[config.mk]
export PLATFORM = sky130hd
export DESIGN_NAME = rv_mem_arb
export DESIGN_NICKNAME = d
export VERILOG_FILES = /design/src/rtl/rv_mem_arb.sv
export SDC_FILE = /design/constraint.sdc
export NUM_CORES = 1
export LEC_CHECK = 0
export ABC_AREA = 1
export CAP_MARGIN = 15
export CORE_MARGIN = 1.5
export CORE_UTILIZATION = 38
export CTS_BUF_LIST = sky130_fd_sc_hd__clkbuf_16
export DETAILED_ROUTE_END_ITERATION = 10
export PLACE_DENSITY = 0.82
export SLEW_MARGIN = 10
export SYNTH_ARGS = -nofsm -noshare
export SYNTH_HDL_FRONTEND = slang
export SYNTH_SLANG_ARGS = --single-unit
[constraint.sdc]
create_clock -name clk -period 4 [get_ports clk]
set_input_delay 0.4 -clock clk [delete_from_list [all_inputs] [get_ports clk]]
set_output_delay 0.4 -clock clk [all_outputs]
set_load 0.01 [all_outputs]
[src/rtl/rv_mem_arb.sv]
// Round-robin arbiter that shares one fixed-latency memory port between
// an instruction-fetch requester and a data load/store requester.
module rv_mem_arb #(
  parameter int DPWIDTH = 32,
  parameter int MEM_LAT = 1
) (
  input  logic               clk,
  input  logic               rst,
  input  logic               ireq,
  input  logic [DPWIDTH-1:0] iaddr,
  output logic               iack,
  output logic [DPWIDTH-1:0] irdata,
  input  logic               dreq,
  input  logic               dwe,
  input  logic [DPWIDTH-1:0] daddr,
  input  logic [DPWIDTH-1:0] dwdata,
  output logic               dack,
  output logic [DPWIDTH-1:0] drdata,
  output logic               mem_en,
  output logic               mem_we,
  output logic [DPWIDTH-1:0] mem_addr,
  output logic [DPWIDTH-1:0] mem_wdata,
  input  logic [DPWIDTH-1:0] mem_rdata
);

  typedef enum logic [1:0] {IDLE, ISSUE, WAIT, RESP} state_t;

  localparam logic [2:0] LAT_M1 = 3'(MEM_LAT - 1);

  state_t             state, state_nxt;
  logic [2:0]         cnt, cnt_nxt;
  logic               gnt_data, gnt_data_nxt;
  logic               last_grant, last_grant_nxt;
  logic               we_q, we_nxt;
  logic               pick_data;
  logic [DPWIDTH-1:0] addr_nxt, wdata_nxt;
  logic [DPWIDTH-1:0] irdata_nxt, drdata_nxt;

  // last_grant resets to data (1) so the first contended grant goes to fetch
  always_ff @(posedge clk or posedge rst) begin
    if (rst) begin
      state      <= IDLE;
      cnt        <= '0;
      gnt_data   <= 1'b0;
      last_grant <= 1'b1;
      we_q       <= 1'b0;
      mem_addr   <= '0;
      mem_wdata  <= '0;
      irdata     <= '0;
      drdata     <= '0;
    end else begin
      state      <= state_nxt;
      cnt        <= cnt_nxt;
      gnt_data   <= gnt_data_nxt;
      last_grant <= last_grant_nxt;
      we_q       <= we_nxt;
      mem_addr   <= addr_nxt;
      mem_wdata  <= wdata_nxt;
      irdata     <= irdata_nxt;
      drdata     <= drdata_nxt;
    end
  end

  assign pick_data = dreq && (!ireq || !last_grant);

  // WAIT spans MEM_LAT cycles: the counter runs MEM_LAT-1 down to 0 and
  // the cycle at count 0 is the one in which mem_rdata is valid
  always_comb begin
    state_nxt      = state;
    cnt_nxt        = cnt;
    gnt_data_nxt   = gnt_data;
    last_grant_nxt = last_grant;
    we_nxt         = we_q;
    addr_nxt       = mem_addr;
    wdata_nxt      = mem_wdata;
    irdata_nxt     = irdata;
    drdata_nxt     = drdata;
    case (state)
      IDLE: begin
        if (ireq || dreq) begin
          gnt_data_nxt   = pick_data;
          last_grant_nxt = pick_data;
          we_nxt         = pick_data && dwe;
          addr_nxt       = pick_data ? daddr : iaddr;
          wdata_nxt      = pick_data ? dwdata : '0;
          state_nxt      = ISSUE;
        end
      end
      ISSUE: begin
        cnt_nxt   = LAT_M1;
        state_nxt = WAIT;
      end
      WAIT: begin
        if (cnt == 3'd0) begin
          if (gnt_data) begin
            drdata_nxt = we_q ? '0 : mem_rdata;
          end else begin
            irdata_nxt = mem_rdata;
          end
          state_nxt = RESP;
        end else begin
          cnt_nxt = cnt - 3'd1;
        end
      end
      RESP: begin
        state_nxt = IDLE;
      end
      default: begin
        state_nxt = IDLE;
      end
    endcase
  end

  assign mem_en = (state == ISSUE);
  assign mem_we = (state == ISSUE) && we_q;
  assign iack   = (state == RESP) && !gnt_data;
  assign dack   = (state == RESP) && gnt_data;

endmodule
# After elaboration in Yosys (flattened, before gate mapping)

Cells that the tools add are included.

Input bits: 133
Bits in latches: 0
Flip-flop bits (word level): 136
RAM bits: 0
Memories: 0
Word-level logic and storage cells: 43
Memory bits (read-only): 0

Divide/modulo/power cells: 0
Equality and inequality tests: 6
$add $sub $neg: 1
Shifts and indexed selects: 0
Multiplexer cells: 8
Multipliers: 0
Order comparisons: 0
Reduce and logical (&&, ||, !) cells: 18
Bitwise gates (word level): 1

Operators with widths:

| cell                                             | count |
|---|---|
| 2-to-1 mux 32 bit                                | 3 |
| one-hot mux 2 bit (4 select lines)               | 1 |
| != test 2 bit, second input constant             | 3 |
| one-hot mux 3 bit (2 select lines)               | 1 |
| AND reduction 2 bit                              | 3 |
| AND reduction 3 bit                              | 2 |
| logical AND 1 bit                                | 5 |
| == test 2 bit, second input constant             | 2 |
| 2-to-1 mux 2 bit                                 | 2 |
| logical NOT 1 bit                                | 3 |
| logical NOT 3 bit                                | 1 |
| 2-to-1 mux 3 bit                                 | 1 |
| subtractor 3 x 1 -> 3 bit, second input constant | 1 |
| == test 2 x 1 -> 1 bit, second input constant    | 1 |
| logical NOT 2 bit                                | 1 |
| logical OR 1 bit                                 | 2 |
| nonzero test 2 bit                               | 1 |
| NOT 1 bit                                        | 1 |

# Logic depth before layout (Yosys ltp)

Depth after elaboration: 4
Depth in mapped cells: 9

# Least setup slack after synthesis

OpenSTA, ideal clock, no wires.

Path kind: flip-flop to flip-flop
Start point: register state[0]
End point: register mem_addr[0]
Arrival: 1294 ps
Data required time: 3882 ps
Cell stages (with the launch flop): 10
Setup time: 118 ps
Path slack: 2589 ps
Cells stage by stage: dfrtp_1 > inv_1 > ha_1 > inv_1 > nor2_4 > inv_2 > buf_6 > buf_6 > nand2_1 > nand2_1

Word-level cells in the longest chain between the ends: 2

RTL lines:

| element                       | RTL line | text |
|---|---|---|
| start: declaration            | 30       | `state_t state, state_nxt;` |
| start signal: assignment      | 52       | `state <= state_nxt;` |
| logical NOT 2 bit             | 78       | `case (state)` |
| AND reduction 2 bit (no line) | --       |  |
| end signal: assignment        | 57       | `mem_addr <= addr_nxt;` |
| end: declaration              | 21       | `output logic [DPWIDTH-1:0] mem_addr,` |

No other way between the ends.
A chain may end at the register's enable or synchronous reset.

# Worst setup path in the final report

Start point: register state[1]
End point: output mem_we

Word-level cells in the longest chain between the ends: 2

RTL lines:

| element                | RTL line | text |
|---|---|---|
| == test 2 x 1 -> 1 bit | 115      | `assign mem_we = (state == ISSUE) && we_q;` |
| logical AND 1 bit      | 115      |  |
| end: declaration       | 20       | `output logic mem_we,` |

No other way between the ends.

==> flow_summary.html <==
<table>
<tr><th>Metric</th><th>Value</th></tr>
<tr><th colspan="2">Floorplanning</th></tr>
<tr><td>Top Ports</td><td>approximately 270</td></tr>
<tr><td>Number of rows created at floorplan</td><td>46</td></tr>
<tr><td>Effective utilization at floorplan</td><td>0.385</td></tr>
<tr><td>Area enclosed by the die boundary</td><td>16700 µm²</td></tr>
<tr><td>Core Box Area</td><td>15800 µm²</td></tr>
<tr><td>Die width</td><td>129 µm</td></tr>
<tr><td>Height of the die</td><td>between 100 and 150 µm</td></tr>
<tr><th colspan="2">Timing</th></tr>
<tr><td>Total negative setup slack</td><td>0 ps</td></tr>
<tr><td>Final Max Slew Viols</td><td>0</td></tr>
<tr><td>Transition time at the pin with the least slew margin</td><td>approximately 1000 ps</td></tr>
<tr><td>Ratio of final minimum period to clock period</td><td>0.560</td></tr>
<tr><td>Fmax achieved</td><td>446 MHz</td></tr>
<tr><td>Final setup viols</td><td>0</td></tr>
<tr><td>Final Hold Slack</td><td>345 ps</td></tr>
<tr><td>Final clock skew</td><td>just under 7 ps</td></tr>
<tr><td>Worst relative slew slack</td><td>0.304</td></tr>
<tr><td>Unrepaired setup endpoints after global routing</td><td>no</td></tr>
<tr><td>Min Clock Period, post-route</td><td>2240 ps</td></tr>
<tr><td>Number of hold violations in the final report</td><td>0</td></tr>
<tr><th colspan="2">Power and ir drop</th></tr>
<tr><td>Areal power density over the cells</td><td>754 nW/µm²</td></tr>
<tr><td>Overall power</td><td>7.12 mW</td></tr>
<tr><td>Peak ir drop on the vdd network</td><td>0.361 mV</td></tr>
<tr><td>Leakage power of the design</td><td>4.78 nW</td></tr>
<tr><th colspan="2">Setup path</th></tr>
<tr><td>Crit Path Max Fanout</td><td>4</td></tr>
<tr><td>Max stage delay on crit path</td><td>550 ps</td></tr>
<tr><td>CP Data Arrival Time</td><td>1840 ps</td></tr>
<tr><td>Number of buffer and inverter instances along the worst setup path</td><td>3</td></tr>
<tr><td>Cell mode on critical path</td><td>inv_1</td></tr>
<tr><td>Endpoint kind of the worst setup timing path</td><td>output port</td></tr>
<tr><td>Largest delay contributor family on the critical path</td><td>buffers and inverters</td></tr>
<tr><td>CP cell instances</td><td>inv_1 -&gt; ha_1 -&gt; nand2_1 -&gt; inv_1 -&gt; clkdlybuf4s50_1</td></tr>
<tr><td>Data required time at the worst endpoint</td><td>3600 ps</td></tr>
<tr><td>Register-to-register setup slack</td><td>1820 ps</td></tr>
<tr><td>Category of the worst setup path launch point</td><td>flop</td></tr>
<tr><td>Crit path kind</td><td>reg2out</td></tr>
<tr><td>Cell with the largest stage delay on the worst path</td><td>clkdlybuf4s50_1</td></tr>
<tr><th colspan="2">Drt</th></tr>
<tr><td>Wirelength, routed</td><td>16700 µm</td></tr>
<tr><td>Number of vias in the routed layout</td><td>5645</td></tr>
<tr><td>Routed length per instance</td><td>13.6 µm</td></tr>
<tr><td>1st-pass router iterations</td><td>4</td></tr>
<tr><td>DR iter-0 viols</td><td>250</td></tr>
<tr><td>Average via count per standard cell</td><td>around 4.6</td></tr>
<tr><td>Post-route DRC violation count</td><td>0</td></tr>
<tr><td>Number of nets with antenna violations after detailed routing</td><td>0</td></tr>
<tr><th colspan="2">Clock network</th></tr>
<tr><td>Cell at the root of the clock tree</td><td>clkbuf_16</td></tr>
<tr><td>Number of buffers added by the clock tree synthesis step</td><td>17</td></tr>
<tr><td>Longest Clk Path Bufs</td><td>2</td></tr>
<tr><td>Hold-fix buffer count after cts</td><td>0</td></tr>
<tr><td>Maximum level of the CTS H-tree</td><td>4</td></tr>
<tr><td>Quantity of gates resized following cts</td><td>0</td></tr>
<tr><td>Clock latency on the worst-skew pair</td><td>410 ps</td></tr>
<tr><td>Clock Pin Slew Worst Setup and Hold Paths</td><td>around 50 ps</td></tr>
<tr><td>Sinks on the clock net</td><td>136</td></tr>
<tr><td>Clock tree from TritonCTS</td><td>yes</td></tr>
<tr><td>Post-CTS Setup Inserts</td><td>0</td></tr>
<tr><th colspan="2">Yosys</th></tr>
<tr><td>Synth warn</td><td>0</td></tr>
<tr><td>Syn Area/Cell</td><td>between 8 and 9 µm²</td></tr>
<tr><td>Ranking of synthesized cells by area</td><td>dfrtp_1 (56%), nand2_1 (17%), nand3_1 (8.2%)</td></tr>
<tr><td>Total of flip-flops plus latches after synthesis</td><td>136</td></tr>
<tr><td>Sequential share of the synthesized area</td><td>0.561</td></tr>
<tr><td>Number of nets produced by synthesis</td><td>885</td></tr>
<tr><td>Area fraction of the dominant cell type after synthesis</td><td>0.556</td></tr>
<tr><td>Netlist area before placement</td><td>6070 µm²</td></tr>
<tr><td>Post-synthesis instance total</td><td>approximately 750</td></tr>
<tr><td>Cell variety after synth</td><td>21</td></tr>
<tr><td>Cell taking the most area after synthesis</td><td>dfrtp_1</td></tr>
<tr><th colspan="2">Cells and area</th></tr>
<tr><td>Total number of nets in the final design</td><td>approximately 1100</td></tr>
<tr><td>Leading cell type in the layout, fill and taps excluded</td><td>nand2_1</td></tr>
<tr><td>Top library cells by usage in the layout, fill and taps aside</td><td>nand2_1 (273), clkdlybuf4s50_1 (264), dfrtp_1 (135)</td></tr>
<tr><td>Antenna Cells</td><td>0</td></tr>
<tr><td>Relative area change from synthesis to final layout</td><td>55.5%</td></tr>
<tr><td>Share of post-route cells with drive strength above 1</td><td>0.0515</td></tr>
<tr><th colspan="2">GRT</th></tr>
<tr><td>Vias in the first global route</td><td>5374</td></tr>
<tr><td>Residual overflow from global routing</td><td>0</td></tr>
<tr><td>Pin count of the biggest net entering global routing</td><td>65</td></tr>
<tr><td>First-pass GRT wire length</td><td>26300 µm</td></tr>
<tr><td>Global router's overall resource usage</td><td>0.203</td></tr>
<tr><td>Initial antenna violation count</td><td>0</td></tr>
<tr><th colspan="2">Placed design</th></tr>
<tr><td>Final GP Congestion</td><td>between 0.8 and 0.9</td></tr>
<tr><td>Detailed-placement wirelength estimate</td><td>11800 µm</td></tr>
<tr><td>Quantity of I/O buffers inserted on ports</td><td>264</td></tr>
<tr><th colspan="2">Status</th></tr>
<tr><td>Status</td><td>finished clean</td></tr>
<tr><th colspan="2">Job</th></tr>
<tr><td>Number of maximum-capacitance violations</td><td>0</td></tr>
<tr><th colspan="2">Min path</th></tr>
<tr><td>Worst hold path type</td><td>in2async</td></tr>
</table>
## cells in the mapped netlist
library cell / instances
nand2_1: 273
dfrtp_1: 135
inv_1: 110
nand3_1: 99
o21ai_0: 65
clkbuf_1: 18
buf_2: 13
ha_1: 7
buf_6: 5
buf_4: 4
nor2_4: 3
inv_2: 2
nand2_2: 2
o22ai_1: 2
buf_1: 1
dfstp_2: 1
nand3_2: 1
nor2_1: 1
nor2_2: 1
o21ai_1: 1
or2_2: 1
## routing by layer
metal | routed length [µm] | vias to the layer above | part of all wire | global-route usage
met3 | 1550 | 21 | 0.093 | 0.0710
met2 | 7670 | 219 | 0.46 | 0.329
li1 | - | 2788 | - | -
met4 | 347 | 0 | 0.021 | 0.0773
met5 | 0 | - | 0 | 0
met1 | 7140 | 2617 | 0.43 | 0.250
## kinds of logic (layout without fill, tap and decap cells)
family                     Yosys count  in the layout  share of synthesized area
and+or+nand+nor                    381            381                      0.262
adders and majority gates            7              7                     0.0144
buffers and inverters              153            418                      0.106
DFF                                136            136                      0.561
AOI/OAI and AO/OA                   68             68                     0.0565
## stage by stage
step / util / instance area, µm² / worst slack, ps / instances
2_1_floorplan: - / 6070 / 1910 / 745
3_5_place_dp: 0.561 / 8840 / 1460 / 1193
6_report: 0.599 / 9440 / 1760 / 1226
3_3_place_gp: 0.561 / 8840 / 1490 / 1193
5_1_grt: 0.599 / 9440 / 1590 / 1226
4_1_cts: 0.597 / 9420 / 1730 / 1225
## worst reg2reg max path, stage by stage, from the launching register on
cell and delay, ps:
dfrtp_1 410, inv_1 120, ha_1 270, nand2_1 70
buf_4 240, nor2_2 380, buf_4 340, nand3_1 170
nand2_1 110
## state kept, by name, summed over array words and instances (netlist names)
signal,count
state,2
mem_addr,32
we_q,1
last_grant,1
drdata,32
cnt,3
gnt_data,1
mem_wdata,32
irdata,32
## layout make-up
type	instances	area, µm²
clock inverters	15	150
inverters	112	424
well taps	216	270
clock buffers	17	425
repair buffers	274	2740
flip-flops and latches	136	3400
multi-input cells	456	2020
fillers	1379	6330
## final timing paths
check                                             from                         to  depth (start not counted)
worst max-delay path              state[1]$_DFFE_PP0P_                     mem_we                          5
worst min-delay path                               rst    mem_addr[0]$_DFFE_PP0P_                          2
worst max register to register    state[0]$_DFFE_PP0P_     drdata[20]$_DFFE_PP0P_                          8
worst min register to register  last_grant$_DFFE_PP1P_     last_grant$_DFFE_PP1P_                          2
max in group asynchronous                          rst  mem_wdata[22]$_DFFE_PP0P_                          4
min in group clk                last_grant$_DFFE_PP1P_     last_grant$_DFFE_PP1P_                          2
## where the power goes
part | internal (mW) | switching (mW)
combinational | 1.60 | 1.61
sequential | 2.04 | 0.358
clock | 0.918 | 0.594
total | 4.56 | 2.56
No activity file was read; power rests on OpenSTA's default activity.
